File: config.mk
export PLATFORM = sky130hd
export DESIGN_NAME = rvfi_retire_serializer
export DESIGN_NICKNAME = d
export VERILOG_FILES = /design/src/rtl/rvfi_retire_serializer.sv
export SDC_FILE = /design/constraint.sdc
export NUM_CORES = 2
export LEC_CHECK = 0
export BUFFER_PORTS_ARGS = -buffer_cell sky130_fd_sc_hd__buf_2
export CAP_MARGIN = 10
export CORE_MARGIN = 8
export CORE_UTILIZATION = 57
export CTS_CLUSTER_DIAMETER = 80
export CTS_CLUSTER_SIZE = 28
export DETAILED_ROUTE_END_ITERATION = 7
export GPL_ROUTABILITY_DRIVEN = 1
export PLACE_DENSITY = 0.87
export SYNTH_ARGS = -nofsm -noshare
export SYNTH_HDL_FRONTEND = slang
export SYNTH_SLANG_ARGS = --single-unit
File: constraint.sdc
create_clock -name clock -period 16.76 [get_ports clock]
set_clock_uncertainty 0.1 [all_clocks]
set_input_delay 1.676 -clock clock [delete_from_list [all_inputs] [get_ports clock]]
set_output_delay 1.676 -clock clock [all_outputs]
set_load 0.1 [all_outputs]
File: src/rtl/rvfi_retire_serializer.sv
`default_nettype none
// ============================================================================
// Module   : rvfi_retire_serializer
// Purpose  : Collects every valid multi-channel RVFI retirement each cycle,
//            compacts the valid channels in ascending channel order into a
//            circular FIFO and replays them one per cycle on a single RVFI
//            channel with ready/valid flow control. A retirement group that
//            does not fit is dropped whole and flagged on a sticky overflow.
// Revision : 1.0 - initial release
// ----------------------------------------------------------------------------
// Parameters
//   XLEN  : register / PC width
//   NRET  : number of input retirement channels (1..4)
//   DEPTH : FIFO entries, power of two, >= NRET
// Ports
//   clock, resetn        : clock and asynchronous active-low reset
//   in_valid [NRET]      : per-channel retire strobe
//   in_order .. in_intr  : per-channel RVFI fields, channel i at [i*W +: W]
//   out_valid/out_ready  : single-channel handshake for the FIFO head
//   out_order .. out_intr: RVFI fields of the FIFO head
//   level                : number of occupied entries (0..DEPTH)
//   overflow             : sticky, a retirement group was dropped
//   order_error          : sticky, accepted orders were not consecutive
// Configuration
//   RVFI_SERIALIZE_ORDER_CHECK_EN : when defined, compiles in the order
//   continuity checker and the order_error port.
// ============================================================================
module rvfi_retire_serializer #(
    parameter int XLEN  = 32,
    parameter int NRET  = 2,
    parameter int DEPTH = 8
) (
    input  logic                    clock,
    input  logic                    resetn,
    input  logic [NRET-1:0]         in_valid,
    input  logic [NRET*64-1:0]      in_order,
    input  logic [NRET*32-1:0]      in_insn,
    input  logic [NRET*XLEN-1:0]    in_pc_rdata,
    input  logic [NRET*XLEN-1:0]    in_pc_wdata,
    input  logic [NRET*5-1:0]       in_rd_addr,
    input  logic [NRET*XLEN-1:0]    in_rd_wdata,
    input  logic [NRET-1:0]         in_trap,
    input  logic [NRET-1:0]         in_halt,
    input  logic [NRET-1:0]         in_intr,
    output logic                    out_valid,
    input  logic                    out_ready,
    output logic [63:0]             out_order,
    output logic [31:0]             out_insn,
    output logic [XLEN-1:0]         out_pc_rdata,
    output logic [XLEN-1:0]         out_pc_wdata,
    output logic [4:0]              out_rd_addr,
    output logic [XLEN-1:0]         out_rd_wdata,
    output logic                    out_trap,
    output logic                    out_halt,
    output logic                    out_intr,
    output logic [$clog2(DEPTH):0]  level,
    output logic                    overflow
`ifdef RVFI_SERIALIZE_ORDER_CHECK_EN
    ,
    output logic                    order_error
`endif
);

    // ------------------------------------------------------------------------
    // Derived widths
    // ------------------------------------------------------------------------
    localparam int AW      = $clog2(DEPTH);       // storage index width
    localparam int PW      = AW + 1;              // pointer width (extra wrap bit)
    localparam int CW      = PW + 1;              // count width, holds DEPTH+1
    localparam int ENTRY_W = 64 + 32 + 3*XLEN + 5 + 3;

    // ------------------------------------------------------------------------
    // State
    // ------------------------------------------------------------------------
    logic [PW-1:0]      wptr_q, wptr_d;
    logic [PW-1:0]      rptr_q, rptr_d;
    logic               overflow_q, overflow_d;

    // Storage is deliberately not reset; emptiness is tracked by the pointers.
    logic [ENTRY_W-1:0] mem_q [DEPTH];

    // ------------------------------------------------------------------------
    // Combinational signals
    // ------------------------------------------------------------------------
    logic [PW-1:0]      w_level;
    logic               w_pop;
    logic [CW-1:0]      w_push_cnt;
    logic [CW-1:0]      w_free;
    logic               w_accept;
    logic [NRET-1:0]    w_wen;
    logic [AW-1:0]      w_slot  [NRET];
    logic [ENTRY_W-1:0] w_entry [NRET];
    logic [ENTRY_W-1:0] w_head;

    // Pointer difference is the occupancy; the extra MSB disambiguates
    // full (DEPTH) from empty (0) when the index bits coincide.
    assign w_level   = wptr_q - rptr_q;
    assign level     = w_level;
    assign out_valid = (w_level != '0);
    assign w_pop     = out_valid & out_ready;
    assign overflow  = overflow_q;

    // ------------------------------------------------------------------------
    // Pack each input channel into a storage entry
    // ------------------------------------------------------------------------
    generate
        for (genvar gi = 0; gi < NRET; gi++) begin : g_pack
            assign w_entry[gi] = {
                in_order   [gi*64   +: 64],
                in_insn    [gi*32   +: 32],
                in_pc_rdata[gi*XLEN +: XLEN],
                in_pc_wdata[gi*XLEN +: XLEN],
                in_rd_addr [gi*5    +: 5],
                in_rd_wdata[gi*XLEN +: XLEN],
                in_trap[gi],
                in_halt[gi],
                in_intr[gi]
            };
        end
    endgenerate

    // ------------------------------------------------------------------------
    // Compaction: each valid channel lands at wptr + (number of valid
    // channels below it), which squeezes out gaps in in_valid.
    // ------------------------------------------------------------------------
    always_comb begin
        logic [CW-1:0] cnt;
        cnt = '0;
        for (int i = 0; i < NRET; i++) begin
            w_slot[i] = wptr_q[AW-1:0] + AW'(cnt);
            cnt       = cnt + CW'(in_valid[i]);
        end
        w_push_cnt = cnt;
    end

    // A slot freed by this cycle's pop is usable by this cycle's push.
    assign w_free   = CW'(DEPTH) - CW'(w_level) + CW'(w_pop);

    // All-or-nothing: a group that does not fit is dropped entirely.
    assign w_accept = (w_push_cnt <= w_free);

    generate
        for (genvar gi = 0; gi < NRET; gi++) begin : g_wen
            assign w_wen[gi] = in_valid[gi] & w_accept;
        end
    endgenerate

    // ------------------------------------------------------------------------
    // Pointer and flag next-state
    // ------------------------------------------------------------------------
    always_comb begin
        wptr_d     = wptr_q;
        rptr_d     = rptr_q;
        overflow_d = overflow_q;
        if (w_accept) begin
            wptr_d = wptr_q + w_push_cnt[PW-1:0];
        end else begin
            overflow_d = 1'b1;
        end
        if (w_pop) begin
            rptr_d = rptr_q + PW'(1);
        end
    end

    always_ff @(posedge clock or negedge resetn) begin
        if (!resetn) begin
            wptr_q     <= '0;
            rptr_q     <= '0;
            overflow_q <= 1'b0;
        end else begin
            wptr_q     <= wptr_d;
            rptr_q     <= rptr_d;
            overflow_q <= overflow_d;
        end
    end

    // ------------------------------------------------------------------------
    // Storage write; accepted channels always target distinct slots.
    // ------------------------------------------------------------------------
    always_ff @(posedge clock) begin
        for (int i = 0; i < NRET; i++) begin
            if (w_wen[i]) begin
                mem_q[w_slot[i]] <= w_entry[i];
            end
        end
    end

    // ------------------------------------------------------------------------
    // Head read is combinational so a pushed entry is visible one edge later.
    // ------------------------------------------------------------------------
    assign w_head = mem_q[rptr_q[AW-1:0]];

    assign {out_order, out_insn, out_pc_rdata, out_pc_wdata,
            out_rd_addr, out_rd_wdata, out_trap, out_halt, out_intr} = w_head;

`ifdef RVFI_SERIALIZE_ORDER_CHECK_EN
    // ------------------------------------------------------------------------
    // Order continuity checker. Accepted entries are examined in compaction
    // order, so within a group each channel is compared to the one below it.
    // ------------------------------------------------------------------------
    logic [63:0] last_order_q, last_order_d;
    logic        seen_q, seen_d;
    logic        order_error_q, order_error_d;

    always_comb begin
        last_order_d  = last_order_q;
        seen_d        = seen_q;
        order_error_d = order_error_q;
        for (int i = 0; i < NRET; i++) begin
            if (w_wen[i]) begin
                if (seen_d && (in_order[i*64 +: 64] != last_order_d + 64'd1)) begin
                    order_error_d = 1'b1;
                end
                last_order_d = in_order[i*64 +: 64];
                seen_d       = 1'b1;
            end
        end
    end

    always_ff @(posedge clock or negedge resetn) begin
        if (!resetn) begin
            last_order_q  <= '0;
            seen_q        <= 1'b0;
            order_error_q <= 1'b0;
        end else begin
            last_order_q  <= last_order_d;
            seen_q        <= seen_d;
            order_error_q <= order_error_d;
        end
    end

    assign order_error = order_error_q;
`endif

endmodule
`default_nettype wire

==> results.md <==
- Core Region: 152,000 um2
- Drt drc: 0
- Max stage delay on crit path: approximately 0.96 ns
- Syn avg cell area: ~19 um2
- Hold Crit Class: flip-flop to flip-flop
- Post-synthesis sequential element count: around 1,600
- Cell mode on critical path: buf_4
- Synth warn: 0
- Routed WL per cell: 29.6 um
- CTS Buf Count: between 80 and 90
- Sequential fraction of the synthesis area: a little under three fifths
- Status: complete, no violations
- Crit-path cells: inv_8 > ha_1 > and3b_1 > or3_4 > a41oi_1 > nand2_1 > nand2_1 > ha_1 > nand2_1 > o21ai_2 > o31ai_4 > buf_4 > buf_4 > buf_4 > buf_4 > mux2_4
- Fmax: 125 MHz
- Max Cap Viol: 0
- Critical path arrival: 8.35 ns
- Slew @ Worst Pin: about 1.3 ns
- CTS Buffer Depth: 3
- GRT Resource Usage Total: 25.0%
- Most frequent cells in the layout: 1,600 x edfxtp_1, 1,400 x mux2_4, 610 x buf_2, 609 x nand2_1, 400 x mux4_2
- Starting density of the core: 57.5%
- Worst EP required: 17.12 ns
- # rows: roughly 140
- First-pass iteration count of the detailed router: 6
- IO Port Bufs: around 600
- Initial antenna violation count: ~110
- Post-CTS Setup Inserts: 0
- Buf/Inv on CP: 5
- Grt ovf: 0
- Mapped Nets: 5,052
- Ports: ~610
- Clock latency on the worst-skew pair: roughly 0.73 ns
- CTS Root Cell: clkbuf_16
- Fin worst setup slack: around 8.8 ns
- Post-placement worst setup slack: between 8 and 9 ns
- FF/Latch Area: approximately 48,000 um2
- Chip width: approximately 410 um
- Kind of critical path: flip-flop to flip-flop
- Crit path launch type: flip-flop
- Initial DRC count: 4,780
- Setup crit end kind: flip-flop
- Slew HR: between 10% and 20%
- Cts repair resizes: 0
- # hold bufs at CTS: 0
- Setup TNS: 0 ns
- GPL Wtd Cong: ~0.79
- Vias: roughly 46,000
- Die area: around 170,000 um2
- Hold slack: between 0.4 and 0.5 ns
- Final Critical Period: between 7 and 8 ns
- Clk sinks: ~1,600
- Multi-input gate area: roughly 35,000 um2
- First-pass GRT wire length: between 300,000 and 400,000 um
- Vias in the first global route: approximately 48,000
- Final worst path period share: between 40% and 50%
- Final-layout fill cell count: roughly 10,000
- Largest net degree at the start of global routing: approximately 160
- Setup violators final: 0
- Clk slew on worst S/H paths: roughly 0.10 ns
- Post-synthesis cell count: 4,633
- Max FO, Critical Path: between 80 and 90
- Most common cell after layout, fill and taps aside: edfxtp_1
- Layout cell share with drive strength beyond 1: a little under three fifths
- Final Slew Violations: 0
- CTS tree: done
- Vias/cell: ~6.3
- CTS H-tree lvls: 3
- Die Y: 408 um
- RSZ-0062 raised after global routing: no
- Flop2flop setup slack: around 9 ns
- NumNets Final: around 5,500
- Synthesized area: just under 90,000 um2
- CP max stage cell: dfrtp_4
- Post-synth cell types: 38
- Final HPWL DP: 124,000 um
- Layout area overhead: 6.72%
- DRT antenna net count: 0
- WL final: 215,000 um
- Delay-heaviest family, CP: buffers and inverters
- Final hold vios: 0
[flip-flops by register name (all words and copies together), names as in the netlist]
register / count
mem_q: 1600
overflow: 1
rptr_q: 4
wptr_q: 4
[metal layers]
metal,wire length [um],up-vias,global-route usage [%]
met4,5350,68,7.54
met2,104000,2326,40.2
met3,22600,372,7.64
met1,82100,23800,32.8
li1,-,19200,-
met5,432,-,0
[final timing paths]
check,from,end,depth (start not counted)
max,rptr_q[2]$_DFFE_PN0P_,mem_q[3][182]$_DFFE_PP_,16
min,wptr_q[3]$_DFFE_PN0P_,wptr_q[3]$_DFFE_PN0P_,1
max reg2reg,rptr_q[2]$_DFFE_PN0P_,mem_q[3][182]$_DFFE_PP_,16
min reg2reg,wptr_q[3]$_DFFE_PN0P_,wptr_q[3]$_DFFE_PN0P_,1
max in group asynchronous,resetn,rptr_q[0]$_DFFE_PN0P_,1
min in group asynchronous,resetn,wptr_q[0]$_DFFE_PN0P_,1
[final cells by class]
cell class,count,area share [%]
clock inverter,63,0.907
tap,2030,2.72
antenna,75,0.201
sequential,1609,51.8
multi-input combinational,2693,37.9
timing repair buffer,691,4.07
clock buffer,90,2.32
inverter,15,0.0684
[metrics by stage]
step | utilization [%] | area [um2] | cells
6_report | 61.3 | 93300 | 7266
5_1_grt | 61.3 | 93200 | 7218
4_1_cts | 61.2 | 93100 | 7191
3_5_place_dp | 59.2 | 90100 | 7038
3_3_place_gp | 59.2 | 90100 | 7038
2_1_floorplan | - | 87400 | 4633
[cells by family (layout without fill, tap and decap cells)]
family / after synthesis / after routing / share of synthesized area [%]
buffers and inverters: 331 / 859 / 4.37
other: 0 / 75 / 0
adders and majority gates: 14 / 14 / 0.218
AOI/OAI and AO/OA: 27 / 27 / 0.326
xor gates and xnor gates: 9 / 9 / 0.0902
DFF: 1609 / 1609 / 55.2
muxes: 2002 / 2002 / 37.0
and+or+nand+nor: 641 / 641 / 2.80
[synthesized netlist by cell type (all sizes together)]
library cell / count / area, um2
o211ai: 1 / 7.51
or3: 1 / 11.3
a21oi: 5 / 28.8
or2: 1 / 6.26
inv: 15 / 56.3
o31ai: 10 / 171
nor3: 5 / 25.0
and4: 1 / 8.76
nand2: 609 / 2290
nor2: 17 / 63.8
ha: 12 / 150
fa: 2 / 40.0
o2111a: 1 / 12.5
mux2i: 1 / 10.0
edfxtp: 1600 / 48000
and3b: 1 / 8.76
a31oi: 4 / 25.0
o21ai: 3 / 15.0
buf: 234 / 3460
nor2b: 3 / 18.8
a21o: 1 / 7.51
xnor2: 6 / 52.6
a41oi: 2 / 17.5
xor2: 3 / 26.3
clkbuf: 82 / 308
mux4: 400 / 9010
mux2: 1601 / 23300
nand4: 2 / 12.5
nand2b: 1 / 6.26
dfrtp: 9 / 225
Power is left out: the tool's default activity adds up to more than one toggle a clock period on the data nets, which glitch-free logic cannot reach.
